[config.mk]
export PLATFORM = sky130hd
export DESIGN_NAME = pulse_burst_sequencer
export DESIGN_NICKNAME = d
export VERILOG_FILES = /design/src/rtl/pulse_burst_sequencer_pkg.sv /design/src/rtl/pulse_burst_sequencer_sat_counter.sv /design/src/rtl/pulse_burst_sequencer.sv
export SDC_FILE = /design/constraint.sdc
export NUM_CORES = 1
export LEC_CHECK = 0
export CAP_MARGIN = 20
export CORE_MARGIN = 2
export CORE_UTILIZATION = 52
export CTS_CLUSTER_SIZE = 16
export DETAILED_ROUTE_END_ITERATION = 10
export PLACE_DENSITY = 0.87
export SLEW_MARGIN = 20
export SYNTH_ARGS = -nofsm -noshare
export SYNTH_HDL_FRONTEND = slang
export SYNTH_HIERARCHICAL = 1
export SYNTH_SLANG_ARGS = --single-unit
export TNS_END_PERCENT = 30
[constraint.sdc]
create_clock -name clock -period 3.1 [get_ports clock]
set_input_delay 0.93 -clock clock [delete_from_list [all_inputs] [get_ports clock]]
set_output_delay 0.93 -clock clock [all_outputs]
set_load 0.1 [all_outputs]
[src/rtl/pulse_burst_sequencer_pkg.sv]
// Shared definitions for the pulse burst sequencer: widths, timeout default, FSM encodings.
package pulse_burst_sequencer_pkg;

    localparam int unsigned CNT_W_DEF   = 16;
    localparam int unsigned GAP_W_DEF   = 8;
    localparam int unsigned HS_W_DEF    = 32;
    localparam int unsigned TMO_CYC_DEF = 1023;

    // 3-bit encodings, also used by the serial block for state readback
    typedef enum logic [2:0] {
        S_IDLE    = 3'd0,
        S_ARM     = 3'd1,
        S_FIRE    = 3'd2,
        S_WAIT_LO = 3'd3,
        S_WAIT_HI = 3'd4,
        S_EVAL    = 3'd5,
        S_GAP     = 3'd6,
        S_DONE    = 3'd7
    } state_t;

endpackage

[src/rtl/pulse_burst_sequencer_sat_counter.sv]
// Saturating up-counter with synchronous clear; holds at all-ones.
module sat_counter #(
    parameter int unsigned W = 16
) (
    input  logic         clock,
    input  logic         reset,
    input  logic         inc,
    input  logic         clr,
    output logic [W-1:0] q
);

    // Clear wins over increment; increment stops at all-ones
    always_ff @(posedge clock or negedge reset) begin
        if (!reset) begin
            q <= '0;
        end else if (clr) begin
            q <= '0;
        end else if (inc && (q != '1)) begin
            q <= q + W'(1);
        end
    end

endmodule

[src/rtl/pulse_burst_sequencer.sv]
// Repeats pulse injection, handshakes with the injector and tallies masked compare results.
module pulse_burst_sequencer
    import pulse_burst_sequencer_pkg::*;
#(
    parameter int unsigned CNT_W   = CNT_W_DEF,
    parameter int unsigned GAP_W   = GAP_W_DEF,
    parameter int unsigned HS_W    = HS_W_DEF,
    parameter int unsigned TMO_CYC = TMO_CYC_DEF
) (
    input  logic             clock,
    input  logic             reset,
    input  logic             start,
    input  logic             abort,
    input  logic [CNT_W-1:0] num_pulses,
    input  logic [GAP_W-1:0] gap_cycles,
    input  logic             pulser_ready,
    input  logic [HS_W-1:0]  halfstrips_last,
    input  logic [HS_W-1:0]  halfstrips_expect,
    input  logic [HS_W-1:0]  active_strip_mask,
    output logic             fire_pulse,
    output logic             busy,
    output logic             done,
    output logic             timeout,
    output logic [CNT_W-1:0] pulses_sent,
    output logic [CNT_W-1:0] match_cnt,
    output logic [CNT_W-1:0] mismatch_cnt
);

    localparam int unsigned TMO_W = $clog2(TMO_CYC + 1);

    state_t           state, state_nxt;
    logic [CNT_W-1:0] num_lat;
    logic [GAP_W-1:0] gap_lat, gap_cnt;
    logic [TMO_W-1:0] tmo_cnt;
    logic             abort_pend;

    logic accept, tmo_reload, gap_load, set_tmo, pend_set;
    logic inc_sent, inc_match, inc_mis;
    logic tmo_hit, hs_equal;

    assign tmo_hit  = (tmo_cnt == TMO_W'(TMO_CYC - 1));
    assign hs_equal = (((halfstrips_last ^ halfstrips_expect) & active_strip_mask) == '0);

    // State register and registered strobes/status
    always_ff @(posedge clock or negedge reset) begin
        if (!reset) begin
            state      <= S_IDLE;
            fire_pulse <= 1'b0;
            busy       <= 1'b0;
            done       <= 1'b0;
        end else begin
            state      <= state_nxt;
            fire_pulse <= (state_nxt == S_FIRE);
            busy       <= (state_nxt != S_IDLE);
            done       <= (state_nxt == S_DONE);
        end
    end

    // Next-state and control decode
    always_comb begin
        state_nxt  = state;
        accept     = 1'b0;
        tmo_reload = 1'b0;
        gap_load   = 1'b0;
        set_tmo    = 1'b0;
        pend_set   = 1'b0;
        inc_sent   = 1'b0;
        inc_match  = 1'b0;
        inc_mis    = 1'b0;
        case (state)
            S_IDLE: begin
                if (start) begin
                    accept     = 1'b1;
                    tmo_reload = 1'b1;
                    state_nxt  = (num_pulses == '0) ? S_DONE : S_ARM;
                end
            end
            S_ARM: begin
                if (abort) begin
                    state_nxt = S_DONE;
                end else if (pulser_ready) begin
                    state_nxt = S_FIRE;
                end else if (tmo_hit) begin
                    set_tmo   = 1'b1;
                    state_nxt = S_DONE;
                end
            end
            S_FIRE: begin
                inc_sent   = 1'b1;
                pend_set   = abort;
                tmo_reload = 1'b1;
                state_nxt  = S_WAIT_LO;
            end
            S_WAIT_LO: begin
                pend_set = abort;
                if (!pulser_ready) begin
                    tmo_reload = 1'b1;
                    state_nxt  = S_WAIT_HI;
                end else if (tmo_hit) begin
                    set_tmo   = 1'b1;
                    state_nxt = S_DONE;
                end
            end
            S_WAIT_HI: begin
                pend_set = abort;
                if (pulser_ready) begin
                    state_nxt = S_EVAL;
                end else if (tmo_hit) begin
                    set_tmo   = 1'b1;
                    state_nxt = S_DONE;
                end
            end
            S_EVAL: begin
                inc_match = hs_equal;
                inc_mis   = !hs_equal;
                if ((pulses_sent == num_lat) || abort_pend || abort) begin
                    state_nxt = S_DONE;
                end else begin
                    gap_load  = 1'b1;
                    state_nxt = S_GAP;
                end
            end
            S_GAP: begin
                if (abort) begin
                    state_nxt = S_DONE;
                end else if (gap_cnt <= GAP_W'(1)) begin
                    tmo_reload = 1'b1;
                    state_nxt  = S_ARM;
                end
            end
            S_DONE: begin
                state_nxt = S_IDLE;
            end
            default: begin
                state_nxt = S_IDLE;
            end
        endcase
    end

    // Burst parameters, pending abort and sticky timeout
    always_ff @(posedge clock or negedge reset) begin
        if (!reset) begin
            num_lat    <= '0;
            gap_lat    <= '0;
            abort_pend <= 1'b0;
            timeout    <= 1'b0;
        end else begin
            if (accept) begin
                num_lat    <= num_pulses;
                gap_lat    <= gap_cycles;
                abort_pend <= 1'b0;
                timeout    <= 1'b0;
            end else begin
                if (pend_set) begin
                    abort_pend <= 1'b1;
                end
                if (set_tmo) begin
                    timeout <= 1'b1;
                end
            end
        end
    end

    // Shared handshake timeout counter and inter-pulse gap counter
    always_ff @(posedge clock or negedge reset) begin
        if (!reset) begin
            tmo_cnt <= '0;
            gap_cnt <= '0;
        end else begin
            if (tmo_reload) begin
                tmo_cnt <= '0;
            end else if (!tmo_hit) begin
                tmo_cnt <= tmo_cnt + TMO_W'(1);
            end
            if (gap_load) begin
                gap_cnt <= gap_lat;
            end else if (gap_cnt != '0) begin
                gap_cnt <= gap_cnt - GAP_W'(1);
            end
        end
    end

    sat_counter #(.W(CNT_W)) u_sent (
        .clock (clock),
        .reset (reset),
        .inc   (inc_sent),
        .clr   (accept),
        .q     (pulses_sent)
    );

    sat_counter #(.W(CNT_W)) u_match (
        .clock (clock),
        .reset (reset),
        .inc   (inc_match),
        .clr   (accept),
        .q     (match_cnt)
    );

    sat_counter #(.W(CNT_W)) u_mismatch (
        .clock (clock),
        .reset (reset),
        .inc   (inc_mis),
        .clr   (accept),
        .q     (mismatch_cnt)
    );

endmodule

* Yosys cells after proc, flatten, opt, wreduce, memory -nomap -nowiden
Cells that the tools add are included.
Storage, ports and cells: register bits after elaboration 98, bits of input ports 125, output and inout bits 52, logic and storage cells 96
Cells by class: $add $sub $neg 5, order comparisons 1, eq/ne operators 15, muxes and demuxes 42, bitwise logic cells 2, reduce and logical (&&, ||, !) cells 18
Operators by type and width (count):
- $mux W16 | 6
- $add A16 B1 Y16 const B | 3
- $ne A16 B16 Y1 const B | 3
- $and A32 B32 Y32 | 1
- $logic_not A32 Y1 | 1
- $xor A32 B32 Y32 | 1
- $mux W3 | 9
- $pmux W3 S8 | 1
- $mux W1 | 20
- $mux W10 | 2
- $eq A16 B16 Y1 | 1
- $logic_not A16 Y1 | 1
- $mux W8 | 2
- $eq A3 B3 Y1 const B | 5
- $reduce_bool A2 Y1 | 6
- $add A10 B1 Y10 const B | 1
- $eq A10 B10 Y1 const B | 1
- $eq A3 B2 Y1 const B | 3
- $le A8 B1 Y1 const B | 1
- $reduce_bool A8 Y1 | 1
- $sub A8 B1 Y8 const B | 1
- $pmux W1 S4 | 1
- $eq A3 B1 Y1 const B | 1
- $logic_and A1 B1 Y1 | 3
- 7 further kinds | 8

* Depth between registers and ports, before layout
word-level depth 8, mapped depth 10, depth with buffers taken out 8

* Hierarchy
The synthesis kept the hierarchy.
Modules (own cells, without submodules):
- pulse_burst_sequencer | times used 1, cells each 305, area each 3154.3 sq um, seq. area each 1251.2 sq um
- sat_counter | times used 3, cells each 98, area each 942.2 sq um, seq. area each 400.4 sq um

* Worst setup path before layout
Ideal clock, no wire load.
kind input-to-reg, start in halfstrips_expect[2], end reg u_match.q[3], library setup time 0.078 ns, arrival 2.940 ns, data required time 3.022 ns, slack 0.082 ns, cell stages on the path 9, path buffers 1, path through xor2_1 > a22oi_1 > nand4_1 > nor4_1 > nor2b_1 > inv_1 > clkbuf_1 > or4_2 > a21oi_1
Between the ends: word-level cells in the longest chain between the ends 6
RTL lines:
- start: declaration | RTL line pulse_burst_sequencer.sv:18 | input logic [HS_W-1:0] halfstrips_expect,
- $xor A32 B32 Y32 | RTL line pulse_burst_sequencer.sv:42 | assign hs_equal = (((halfstrips_last ^ halfstrips_expect) & active_strip_mask) == '0);
- $and A32 B32 Y32 | RTL line pulse_burst_sequencer.sv:42
- $logic_not A32 Y1 | RTL line pulse_burst_sequencer.sv:42
- $mux W1 | RTL line pulse_burst_sequencer.sv:70 | case (state)
- named net inc_match | RTL line pulse_burst_sequencer.sv:38 | logic inc_sent, inc_match, inc_mis;
- $logic_and A1 B1 Y1 | RTL line pulse_burst_sequencer_sat_counter.sv:18 | end else if (inc && (q != '1)) begin
- $reduce_bool A2 Y1 (no line)
- end signal: assignment | RTL line pulse_burst_sequencer_sat_counter.sv:19 | q <= q + W'(1);
- end: declaration | RTL line pulse_burst_sequencer_sat_counter.sv:9 | output logic [W-1:0] q
The timed path passes the listed nets, and every way through them passes these cells. A chain may end at the register's enable or synchronous reset.

* Final worst setup path
start in halfstrips_expect[4], end reg u_match.q[12]
Same word-level chain as after synthesis.

==> impl_results.md <==
- Power Density: 673 nW/um2
- Signed area change from the synthesized netlist to the final layout: 40.7%
- Period utilisation layout: between 90% and 100%
- Synth async-reset ratio: 100%
- Core footprint: 11,300 um2
- DR vias: between 5,000 and 6,000
- Initial drt markers: 465
- Biggest area consumer among synthesized cells: sky130_fd_sc_hd__dfrtp_1
- Worst rel slew slack: ~18%
- Top cell types by occurrence after synthesis: 98 x sky130_fd_sc_hd__dfrtp_1, 52 x sky130_fd_sc_hd__xor2_1, 42 x sky130_fd_sc_hd__a21oi_1, 35 x sky130_fd_sc_hd__nor2_1, 32 x sky130_fd_sc_hd__mux2_2
- Post-Place Worst Slack: -0.555 ns
- Highest net fanout along the worst path: 5
- Worst Hold Class: flip-flop to flip-flop
- # fillers: between 700 and 800
- Area fraction of the dominant cell type after synthesis: roughly 41%
- Effective utilization at floorplan: 52.8%
- Post-detail-place hpwl: 13.0 mm
- Count leader, synth: sky130_fd_sc_hd__dfrtp_1
- Number of vias per cell after detailed routing: 6.20
- CTS Root Buffer Type: sky130_fd_sc_hd__clkbuf_16
- Reg area: 2450 um2
- Number of global-route vias before repair: 5,903
- Number of synthesized flops with an enable pin: 0
- Unique masters post-synth: 61
- Clock sinks: 98
- F_max: 0.326 GHz
- Full die area: 12,400 um2
- Routability cong.: 0.951
- Net count of the finished layout: 916
- DRC: 0
- Antenna Violating Nets Remaining: 0
- Post-detailed-routing wire length: 17.9 mm
- IO Count: between 150 and 200
- Mapped Area: about 6000 um2
- Total Neg Setup Slack: 0 ns
- TritonCTS Buffers: 9
- Final worst clock skew: 0.00708 ns
- Largest vdd supply drop: 0.000892 V
- Number of levels the H-tree was split into: 3
- Row Count: 39
- Number of instances in the synthesized netlist: 599
- Worst R2R Setup Slack: 0.45 ns
- Critical path endpoint category: flip-flop
- Time the final worst path needs with I/O delays and setup: 3.06 ns
- Max capacitance violation total: 0
- Total overflow reported by the global router: 0
- Share of layout cells above drive strength 1: a little under a quarter
- Global-route wire length before repair: ~28 mm
- Width of the die: 111 um
- Register bit total from synthesis: 98
- Share of the yosys chip area belonging to registers: 41.0%
- Clock latency reported for the late side of the worst-skew pair: 0.35 ns
- Synth Flop Type: sky130_fd_sc_hd__dfrtp_1
- Mapped Nets: between 700 and 800
- Die H: 111 um
- Number of detailed-routing iterations run before antenna repair: 5
- Reg clk slew, reported paths: approximately 0.070 ns
- Outcome: finished, final reports clean
- Final hold violation count: 0
- GRT Resource Usage Total: between 20% and 30%
- Worst endpoint required time: between 3 and 4 ns
- Pin count of the biggest net entering global routing: a little under 60
- Multi-input combinational cell area: between 3000 and 4000 um2
- Endpoints failing setup: 0
- Total of warnings raised by yosys: 6
- # port buffers: 176
- Slew @ Worst Pin: 1.22 ns
- Number of antenna violations at the first check in global routing: 2
- Startpoint type of the worst setup path: input port
- Data arrival at the endpoint of the critical path: 3.34 ns
- Mean Syn Cell Area: approximately 10 um2
- Clock tree from TritonCTS: yes
- Leading post-synthesis cells by cell area: sky130_fd_sc_hd__dfrtp_1 41%, sky130_fd_sc_hd__xor2_1 7.6%, sky130_fd_sc_hd__mux2_2 6.0%
- Drt wl/cell: approximately 19 um
- Cts-stage hold buffer count: 0
- Leakage: 3.88 nW
- Pins over their slew limit: 0
- Maximum clock insertion buffer count: 2
- PnR worst setup slack: ~0.036 ns
- Category of the most critical setup path: input port to flip-flop
-- area by class of cell --
| type | instances | share of cell area (%) |
|---|---|---|
| diodes | 1 | 0.0297 |
| clock inverters | 6 | 1.07 |
| repair inverters | 1 | 0.0892 |
| inverters | 17 | 0.788 |
| multi-input cells | 460 | 41.2 |
| flip-flops and latches | 98 | 29.1 |
| well taps | 143 | 2.13 |
| repair buffers | 196 | 22.7 |
| clock buffers | 10 | 2.84 |
-- stage by stage --
stage	utilization, %	hold slack (ns)	instance area (um2)	power [W]	instances
detailed placement	69.1	0.499	7830	0.00444	911
finish	74.3	0.509	8410	0.00567	932
global placement	69.1	0.488	7830	0.00433	911
global route	74.3	0.526	8410	0.00596	932
CTS	72.2	0.513	8170	0.00567	927
floorplan	-	0.464	5980	0.00371	599
-- registers in the layout, indices dropped and copies added (netlist names), 3 cells and up --
name,cells
gap_lat,8
tmo_cnt,10
gap_cnt,8
num_lat,16
u_sent/q,16
u_match/q,16
u_mismatch/q,16
state,3
-- report_power, final --
part	leakage [nW]	switching (W)	internal [W]
Sequential	1.28	0.000458	0.00163
Clock	0.159	0.000491	0.000730
Combinational	2.45	0.00142	0.000933
-- path summary, 6_finish.rpt --
| path | startpoint | to | depth (start not counted) |
|---|---|---|---|
| max in group asynchronous | reset | u_mismatch/q[1] | 2 |
| max | halfstrips_expect[4] | u_match/q[12] | 10 |
| min reg2reg | gap_lat[6] | gap_lat[6] | 1 |
| min in group asynchronous | reset | gap_cnt[4] | 1 |
| min | gap_lat[6] | gap_lat[6] | 1 |
| max reg2reg | state[2] | u_mismatch/q[10] | 7 |
-- worst max-delay path, stage by stage --
cell,delay (ns)
sky130_fd_sc_hd__clkdlybuf4s50_1,0.41
sky130_fd_sc_hd__xor2_1,0.16
sky130_fd_sc_hd__a22oi_1,0.19
sky130_fd_sc_hd__nand4_1,0.20
sky130_fd_sc_hd__nor4_2,0.25
sky130_fd_sc_hd__nor2b_4,0.31
sky130_fd_sc_hd__inv_4,0.09
sky130_fd_sc_hd__buf_6,0.14
sky130_fd_sc_hd__or4_1,0.51
sky130_fd_sc_hd__a21oi_1,0.15
-- routing by layer --
layer,global-route usage (%),share of wire (%),vias to the layer above
met2,52.5,54,286
met4,14.9,4.3,0
met5,0,0,-
met1,30.5,36,2791
met3,3.83,5.6,57
li1,-,-,2644
-- kinds of logic (layout without fill, tap and decap cells) --
logic type                 Yosys count  after routing  synth area share (%)
adders and majority gates            8              8                  1.67
other                                0              1                     0
buffers and inverters               41            230                  3.12
xor gates and xnor gates            57             57                  8.35
and+or+nand+nor                    224            224                  23.5
DFF                                 98             98                  41.0
muxes                               45             45                  8.45
AOI/OAI and AO/OA                  126            126                  13.9
-- placed cells by master (no fill, tap or decap), types with 4 or more instances in the layout --
| master | count |
|---|---|
| sky130_fd_sc_hd__nand4_2 | 4 |
| sky130_fd_sc_hd__or3_1 | 7 |
| sky130_fd_sc_hd__o21ai_0 | 9 |
| sky130_fd_sc_hd__nor2_1 | 35 |
| sky130_fd_sc_hd__xor2_1 | 51 |
| sky130_fd_sc_hd__nor4_4 | 4 |
| sky130_fd_sc_hd__o31ai_1 | 22 |
| sky130_fd_sc_hd__dlymetal6s2s_1 | 40 |
| sky130_fd_sc_hd__nand3b_1 | 5 |
| sky130_fd_sc_hd__nor3_1 | 8 |
| sky130_fd_sc_hd__nand2_1 | 26 |
| sky130_fd_sc_hd__nand3_1 | 14 |
| sky130_fd_sc_hd__ha_1 | 8 |
| sky130_fd_sc_hd__nor4_1 | 16 |
| sky130_fd_sc_hd__and4_2 | 6 |
| sky130_fd_sc_hd__mux2_2 | 33 |
| sky130_fd_sc_hd__dfrtp_1 | 98 |
| sky130_fd_sc_hd__and4_1 | 4 |
| sky130_fd_sc_hd__a211oi_1 | 4 |
| sky130_fd_sc_hd__nor2b_1 | 15 |
| sky130_fd_sc_hd__a21oi_1 | 36 |
| sky130_fd_sc_hd__clkbuf_16 | 9 |
| sky130_fd_sc_hd__mux2_1 | 11 |
| sky130_fd_sc_hd__nor4_2 | 5 |
| sky130_fd_sc_hd__o21ai_1 | 9 |
| sky130_fd_sc_hd__buf_4 | 68 |
| sky130_fd_sc_hd__or4_2 | 5 |
| sky130_fd_sc_hd__or4_4 | 5 |
| sky130_fd_sc_hd__nand2b_1 | 4 |
| sky130_fd_sc_hd__a21oi_2 | 6 |
| sky130_fd_sc_hd__or4_1 | 12 |
| sky130_fd_sc_hd__inv_1 | 16 |
| sky130_fd_sc_hd__clkdlybuf4s50_1 | 80 |
| sky130_fd_sc_hd__nand4_1 | 26 |
| sky130_fd_sc_hd__xnor2_1 | 5 |
| sky130_fd_sc_hd__and3_1 | 7 |
| sky130_fd_sc_hd__a22oi_1 | 15 |
-- repair_timing --
action / 4_1_cts / 5_1_grt
gates cloned: 0 / 2
buffers inserted: 0 / 2
endpoints found under the setup margin: 13 / 13
pin swaps: 2 / 38
resized for setup: 8 / 66
(Power assumes the default switching activity.)
